**config.mk**
```make
export PLATFORM = sky130hd
export DESIGN_NAME = time_setter_flat
export DESIGN_NICKNAME = d
export VERILOG_FILES = /design/src/rtl/time_setter_if.sv /design/src/rtl/time_setter.sv /design/src/flat_wrapper.sv
export SDC_FILE = /design/constraint.sdc
export NUM_CORES = 1
export LEC_CHECK = 0
export ABC_AREA = 1
export CAP_MARGIN = 10
export CORE_UTILIZATION = 35
export CTS_CLUSTER_DIAMETER = 150
export DETAILED_ROUTE_END_ITERATION = 7
export DONT_BUFFER_PORTS = 1
export HOLD_SLACK_MARGIN = 0.08
export PLACE_DENSITY = 0.52
export RECOVER_POWER = 50
export SLEW_MARGIN = 10
export SYNTH_ARGS = -nofsm -noshare
export SYNTH_HDL_FRONTEND = slang
export SYNTH_SLANG_ARGS = --single-unit
```
**constraint.sdc**
```tcl
create_clock -name clk -period 2 [get_ports clk]
set_clock_uncertainty 0.2 [all_clocks]
set_input_delay 0.4 -clock clk [delete_from_list [all_inputs] [get_ports clk]]
set_output_delay 0.4 -clock clk [all_outputs]
set_load 0.1 [all_outputs]
```
**src/rtl/time_setter_if.sv**
```systemverilog
// ---------------------------------------------------------------------------
// time_setter_if : load-request channel from the time setter to the clock core.
//
// Handshake: the master raises ld_valid together with a payload (ld_sel,
// ld_value) and then holds ld_valid high and the payload constant until a
// clock edge at which ld_valid & ld_ready are both high. That edge is the
// single transfer. The slave may drive ld_ready at any time, including high
// before ld_valid rises; ld_ready has no effect while ld_valid is low.
//
// Signals
//   ld_valid  master->slave  load request pending
//   ld_sel    master->slave  0 = minute field, 1 = hour field
//   ld_value  master->slave  clamped field value
//   ld_ready  slave->master  request accepted when ld_valid & ld_ready
// ---------------------------------------------------------------------------
interface time_setter_if;
    logic       ld_valid;
    logic       ld_sel;
    logic [5:0] ld_value;
    logic       ld_ready;

    modport master (output ld_valid, output ld_sel, output ld_value, input ld_ready);
    modport slave  (input ld_valid, input ld_sel, input ld_value, output ld_ready);
endinterface

```
**src/rtl/time_setter.sv**
```systemverilog
// ---------------------------------------------------------------------------
// time_setter : turns raw hour/minute pushbuttons plus a 6-bit switch value
// into clamped hour/minute load requests for the clock core.
//
// Each active-low button is synchronised (2 FFs), debounced, and
// edge-detected. A press in IDLE captures the field select and the clamped
// switch value, then one request is offered on the ld channel. After the
// transfer the block waits until both buttons are released.
//
// Optional feature (macro AUTOREPEAT_EN): while the button that caused the
// load stays pressed in WAIT_REL, a new load of the same field is issued
// every REPEAT_CYCLES cycles. Without the macro the repeat counter is absent.
//
// Ports
//   clk       in   system clock
//   reset     in   synchronous, active-high reset
//   btn_h_n   in   raw hour-set button, active-low, asynchronous
//   btn_m_n   in   raw minute-set button, active-low, asynchronous
//   value     in   switch value, sampled at capture time
//   ld        --   load channel (master side): ld_valid/ld_sel/ld_value/ld_ready
//   clamped   out  sticky: last captured value was clamped
//   state_o   out  FSM state (0 IDLE, 1 LOAD, 2 WAIT_REL)
// ---------------------------------------------------------------------------
module time_setter #(
    parameter int DEBOUNCE_CYCLES = 500000,
    parameter int REPEAT_CYCLES   = 25000000
) (
    input  logic                clk,
    input  logic                reset,
    input  logic                btn_h_n,
    input  logic                btn_m_n,
    input  logic [5:0]          value,
    time_setter_if.master       ld,
    output logic                clamped,
    output logic [1:0]          state_o
);

    typedef enum logic [1:0] {
        IDLE     = 2'd0,
        LOAD     = 2'd1,
        WAIT_REL = 2'd2
    } state_t;

    localparam int DW = $clog2(DEBOUNCE_CYCLES + 1);
    localparam logic [DW-1:0] DB_LAST = DW'(DEBOUNCE_CYCLES - 1);

    // Index 0 = minute button, index 1 = hour button; all levels active-low.
    logic [1:0]    raw_n;
    logic [1:0]    sync1_q;
    logic [1:0]    sync2_q;
    logic [1:0]    db_n_q;
    logic [1:0]    db_prev_q;
    logic [1:0]    press_q;
    logic [DW-1:0] db_cnt_q [2];

    state_t        state_q, state_d;
    logic          sel_q, sel_d;
    logic [5:0]    val_q, val_d;
    logic          clamped_q, clamped_d;

    assign raw_n = {btn_h_n, btn_m_n};

    // Synchroniser, debouncer and press detector for both buttons.
    always_ff @(posedge clk) begin
        if (reset) begin
            sync1_q   <= 2'b11;
            sync2_q   <= 2'b11;
            db_n_q    <= 2'b11;
            db_prev_q <= 2'b11;
            press_q   <= 2'b00;
            for (int i = 0; i < 2; i++) db_cnt_q[i] <= '0;
        end else begin
            sync1_q   <= raw_n;
            sync2_q   <= sync1_q;
            db_prev_q <= db_n_q;
            // released (1) -> pressed (0) transition of the debounced level
            press_q   <= db_prev_q & ~db_n_q;
            for (int i = 0; i < 2; i++) begin
                if (sync2_q[i] != db_n_q[i]) begin
                    if (db_cnt_q[i] == DB_LAST) begin
                        db_n_q[i]   <= sync2_q[i];
                        db_cnt_q[i] <= '0;
                    end else begin
                        db_cnt_q[i] <= db_cnt_q[i] + 1'b1;
                    end
                end else begin
                    db_cnt_q[i] <= '0;
                end
            end
        end
    end

    // Returns {was_clamped, clamped_value} for the selected field.
    function automatic logic [6:0] clamp_f(input logic sel, input logic [5:0] v);
        logic [5:0] limit;
        limit = sel ? 6'd23 : 6'd59;
        return (v > limit) ? {1'b1, limit} : {1'b0, v};
    endfunction

`ifdef AUTOREPEAT_EN
    localparam int RW = $clog2(REPEAT_CYCLES + 1);
    localparam logic [RW-1:0] REP_LAST = RW'(REPEAT_CYCLES - 1);

    logic [RW-1:0] rep_cnt_q;
    logic          held;

    // Only the button that caused the current load keeps the repeat going.
    assign held = ~db_n_q[sel_q];

    always_ff @(posedge clk) begin
        if (reset || state_q != WAIT_REL || !held) begin
            rep_cnt_q <= '0;
        end else if (rep_cnt_q == REP_LAST) begin
            rep_cnt_q <= '0;
        end else begin
            rep_cnt_q <= rep_cnt_q + 1'b1;
        end
    end
`endif

    always_ff @(posedge clk) begin
        if (reset) begin
            state_q   <= IDLE;
            sel_q     <= 1'b0;
            val_q     <= '0;
            clamped_q <= 1'b0;
        end else begin
            state_q   <= state_d;
            sel_q     <= sel_d;
            val_q     <= val_d;
            clamped_q <= clamped_d;
        end
    end

    always_comb begin
        state_d   = state_q;
        sel_d     = sel_q;
        val_d     = val_q;
        clamped_d = clamped_q;
        case (state_q)
            IDLE: begin
                // Hour has priority; a simultaneous minute press is dropped.
                if (press_q[1]) begin
                    sel_d = 1'b1;
                    {clamped_d, val_d} = clamp_f(1'b1, value);
                    state_d = LOAD;
                end else if (press_q[0]) begin
                    sel_d = 1'b0;
                    {clamped_d, val_d} = clamp_f(1'b0, value);
                    state_d = LOAD;
                end
            end
            LOAD: begin
                if (ld.ld_ready) state_d = WAIT_REL;
            end
            WAIT_REL: begin
`ifdef AUTOREPEAT_EN
                if (held && rep_cnt_q == REP_LAST) begin
                    {clamped_d, val_d} = clamp_f(sel_q, value);
                    state_d = LOAD;
                end else if (db_n_q == 2'b11) begin
                    state_d = IDLE;
                end
`else
                if (db_n_q == 2'b11) state_d = IDLE;
`endif
            end
            default: state_d = IDLE;
        endcase
    end

    assign ld.ld_valid = (state_q == LOAD);
    assign ld.ld_sel   = sel_q;
    assign ld.ld_value = val_q;
    assign clamped     = clamped_q;
    assign state_o     = state_q;

endmodule
```
**src/flat_wrapper.sv**
```systemverilog
// flat-port wrapper written by rule: the top's interface ports become plain ports
module time_setter_flat 
#(
    parameter int DEBOUNCE_CYCLES = 500000,
    parameter int REPEAT_CYCLES   = 25000000
)
  (clk, reset, btn_h_n, btn_m_n, value, clamped, state_o, ld_ld_valid, ld_ld_sel, ld_ld_value, ld_ld_ready);
  time_setter_if ld_i ();
  input  logic clk;
  input  logic reset;
  input  logic btn_h_n;
  input  logic btn_m_n;
  input  logic [5:0] value;
  output logic clamped;
  output logic [1:0] state_o;
  output wire logic [$bits(ld_i.ld_valid)-1:0] ld_ld_valid;
  output wire logic [$bits(ld_i.ld_sel)-1:0] ld_ld_sel;
  output wire logic [$bits(ld_i.ld_value)-1:0] ld_ld_value;
  input wire logic [$bits(ld_i.ld_ready)-1:0] ld_ld_ready;
  assign ld_ld_valid = ld_i.ld_valid;
  assign ld_ld_sel = ld_i.ld_sel;
  assign ld_ld_value = ld_i.ld_value;
  assign ld_i.ld_ready = ld_ld_ready;
  time_setter #(.DEBOUNCE_CYCLES(DEBOUNCE_CYCLES), .REPEAT_CYCLES(REPEAT_CYCLES)) u_core (.clk(clk), .reset(reset), .btn_h_n(btn_h_n), .btn_m_n(btn_m_n), .value(value), .ld(ld_i), .clamped(clamped), .state_o(state_o));
endmodule
```
==> out/qor.yml <==
cp-startpoint: "u_core.db_cnt_q[1][1]"
path_cells: "ha_1 -> nand3_2 -> nor2_1 -> nand3_2 -> nand2_2 -> nor2_1"
slew_headroom_pct: 62.3
arrival_ns: 1.75
routed_wl_mm: 6.10
regToRegEndpoint: "u_core.db_cnt_q[1][10]"
p_sw_uw: 590
grt_usage_pct: 15.1
drv_slew: 0
powerDensity_nw_per_um2: 660
ys_ff_latch: 58
htree_levels: 3
yosysUniqueCellTypes: 28
ys_warn_count: 0
place.port_buffers: 0
insertion_delay_ns: 0.33
fin_nets: 464
cts_buffer_depth: 2
core_um2: 8380
globalplace.congestion: 0.803
status: "finished, final reports clean"
drcViolationCount: 0
final_cells: 561
antenna_found_initial: 0
cts_setup_buffers: 0
reg2reg_depth: 6
switching_share_pct: 24.2
initial_utilization_pct: 36.7
dr.pass1.iters: 4
fmax_ghz: 0.531
hp-class: "in -> reg"
p_seq_share_pct: 55.4
die_x_um: 95.8
cts_root_buffer: "clkbuf_8"
slowest_delay_ns: 0.37
final_antenna_net_count: 0
clkPwrFrac_pct: 39.5
hold_violations: 0
rsz0062_at_grt: "no"
critPathKind: "reg -> reg"
fin_ws_ns: 0.117
place_worst_setup_slack_ns: 0.149
reg2reg_from: "u_core.db_cnt_q[1][1]"
num_rows: 33
endpoint_kind: "flop"
syn_area_per_cell_um2: 8.08
drt_iter0_drc: 106
fp.dieH_um: 95.8
grt_pass1_wl_mm: 10.5
path_clk_slew_ns: 0.07
vias_per_cell: 4.44
finalSetupViolations: 0
io_pins: 22
fin_crit_sh_pct: 94.2
maxCapViolCount: 0
ir_drop_uv: 443
grt_overflow_total: 0
vias: 2493
period_needed_ns: 1.88
intPower_mw: 1.84
diodes: 0
grt_pass1_vias: 2371
clock_sinks: 58
slowest_stage: "edfxtp_1"
place_inst: 536
drive_above_1_share_pct: 12.1
syn2layout_area_growth_pct: 19.8
tightest_slew_ns: 0.565
required_ns: 1.86
ys_seq_area_share_pct: 50.1
netlist_area_um2: 3080
path_max_fanout: 17
dp_hpwl_mm: 4.49
grt_max_degree: 20
die-area_um2: 9170
wire_per_inst_um: 10.9
synthCells: 381
cp-start-kind: "flop"
leakagePower_nw: 1.49
cts_inserted_buffers: 9
cp-endpoint: "u_core.db_cnt_q[1][10]"
cts_tree: "built"
power_frac_comb_pct: 5.1
rrSetupSlack_ns: 0.12
[final cells by class]
| type | count | area (um2) |
|---|---|---|
| fillers | 851 | 4700 |
| flip-flops and latches | 58 | 1540 |
| multi-input cells | 315 | 1500 |
| repair buffers | 25 | 185 |
| inverters | 42 | 158 |
| clock buffers | 12 | 145 |
| well taps | 105 | 131 |
| clock inverters | 4 | 23.8 |
[logic make-up (layout without fill, tap and decap cells)]
| logic type | after synthesis | in the layout | synth area share [%] |
|---|---|---|---|
| xor+xnor | 19 | 19 | 5.41 |
| buf+inv | 45 | 83 | 5.98 |
| simple gates | 223 | 223 | 32.1 |
| other cells | 1 | 38 | 0.122 |
| fa+ha+maj | 2 | 2 | 0.813 |
| compound gates | 33 | 33 | 5.45 |
| flops | 58 | 58 | 50.1 |
[cells in the final DEF, fill, tap and decap left out]
| cell | Yosys | layout |
|---|---|---|
| nor2_4 | 2 | 3 |
| nor2_1 | 83 | 83 |
| clkinv_1 | 1 | 1 |
| ha_2 | 0 | 1 |
| edfxtp_1 | 38 | 38 |
| inv_1 | 40 | 40 |
| clkbuf_4 | 0 | 1 |
| nand3_1 | 24 | 24 |
| or2_2 | 6 | 6 |
| xnor2_1 | 4 | 4 |
| dlygate4sd3_1 | 0 | 9 |
| nand3_2 | 3 | 3 |
| ha_1 | 2 | 1 |
| nand3b_1 | 1 | 1 |
| nand2_1 | 81 | 80 |
| a21oi_1 | 21 | 21 |
| dfxtp_1 | 20 | 19 |
| nand4_1 | 9 | 9 |
| xor2_1 | 15 | 15 |
| conb_1 | 1 | 38 |
| nor2_2 | 6 | 5 |
| o21bai_1 | 1 | 1 |
| inv_2 | 1 | 1 |
| nand2_2 | 2 | 3 |
| clkinv_2 | 0 | 1 |
| or2_0 | 1 | 1 |
| buf_2 | 0 | 1 |
| clkbuf_1 | 1 | 2 |
| clkbuf_2 | 0 | 9 |
| buf_4 | 0 | 5 |
| clkbuf_8 | 0 | 10 |
| nor3_1 | 3 | 3 |
| o21ai_0 | 11 | 11 |
| dfxtp_2 | 0 | 1 |
| nor3_2 | 1 | 1 |
| inv_4 | 0 | 3 |
| nand3_4 | 1 | 1 |
[flip-flops by register name, indices dropped and copies added (netlist names)]
register	cells
u_core.db_cnt_q	38
u_core.ld.ld_value	6
u_core.db_n_q	2
u_core.db_prev_q	2
u_core.press_q	2
u_core.state_o	2
u_core.sync1_q	2
u_core.sync2_q	2
u_core.clamped	1
u_core.ld.ld_sel	1
[worst min-delay path by stage]
stage,start,endpoint,cells after the start
2_1_floorplan,u_core.sync1_q[0],u_core.sync2_q[0],1
3_3_place_gp,u_core.sync1_q[0],u_core.sync2_q[0],1
3_5_place_dp,u_core.sync1_q[1],u_core.sync2_q[1],1
4_1_cts,value[2],u_core.ld.ld_value[2],3
5_1_grt,value[2],u_core.ld.ld_value[2],3
6_report,value[2],u_core.ld.ld_value[2],3
[Yosys cell counts]
cell / number / area share (%)
nor2_4: 2 / 0.73
nor3_1: 3 / 0.49
nand4_1: 9 / 1.8
nand3_1: 24 / 3.9
conb_1: 1 / 0.12
edfxtp_1: 38 / 37
nor2_2: 6 / 1.2
a21oi_1: 21 / 3.4
clkbuf_1: 1 / 0.12
ha_1: 2 / 0.81
nand3b_1: 1 / 0.24
or2_2: 6 / 1.2
buf_6: 2 / 0.73
xnor2_1: 4 / 1.1
nor2_1: 83 / 10
inv_1: 40 / 4.9
nand3_2: 3 / 0.98
or2_0: 1 / 0.20
nand2_2: 2 / 0.41
inv_2: 1 / 0.12
o21bai_1: 1 / 0.24
nor3_2: 1 / 0.33
nand2_1: 81 / 9.9
xor2_1: 15 / 4.3
o21ai_0: 11 / 1.8
clkinv_1: 1 / 0.12
dfxtp_1: 20 / 13
nand3_4: 1 / 0.57
[metal layers]
metal,routed length [um],track usage [%]
met5,0,0
met4,75,6.09
met3,223,4.11
met2,2650,24.0
met1,3150,19.5
[critical path, delay by kind of cell, from the launching register on]
kind                       cells  cell delay, ns
adders and majority gates      1            0.21
DFF                            1            0.37
and+or+nand+nor                5            0.83
[power by group through the flow]
stage	sequential [mW]	clock, mW	combinational (mW)
6_report	1.35	0.962	0.123
4_1_cts	1.35	0.996	0.122
3_5_place_dp	1.37	0	0.106
2_1_floorplan	1.37	0	0.0854
5_1_grt	1.35	1.05	0.142
3_3_place_gp	1.37	0	0.106
[per-stage QoR]
stage / total power [mW] / instance area (um2) / TNS (ns) / utilization, % / hold slack [ns]
global placement: 1.48 / 3460 / 0 / 41.3 / 0.192
CTS: 2.47 / 3720 / 0 / 44.4 / 0.114
floorplan: 1.45 / 3220 / -0.0157 / - / 0.189
finish: 2.43 / 3690 / 0 / 44.0 / 0.120
global route: 2.54 / 3690 / 0 / 44.0 / 0.128
detailed placement: 1.48 / 3460 / 0 / 41.3 / 0.196
[repair_timing]
action / in CTS / in global routing
gates resized for setup: 0 / 3
endpoints found under the setup margin: 0 / 2
hold buffers: 9 / 0
hold endpoints to repair: 15 / 0
Note: power is estimated with default switching activity, not from simulation.
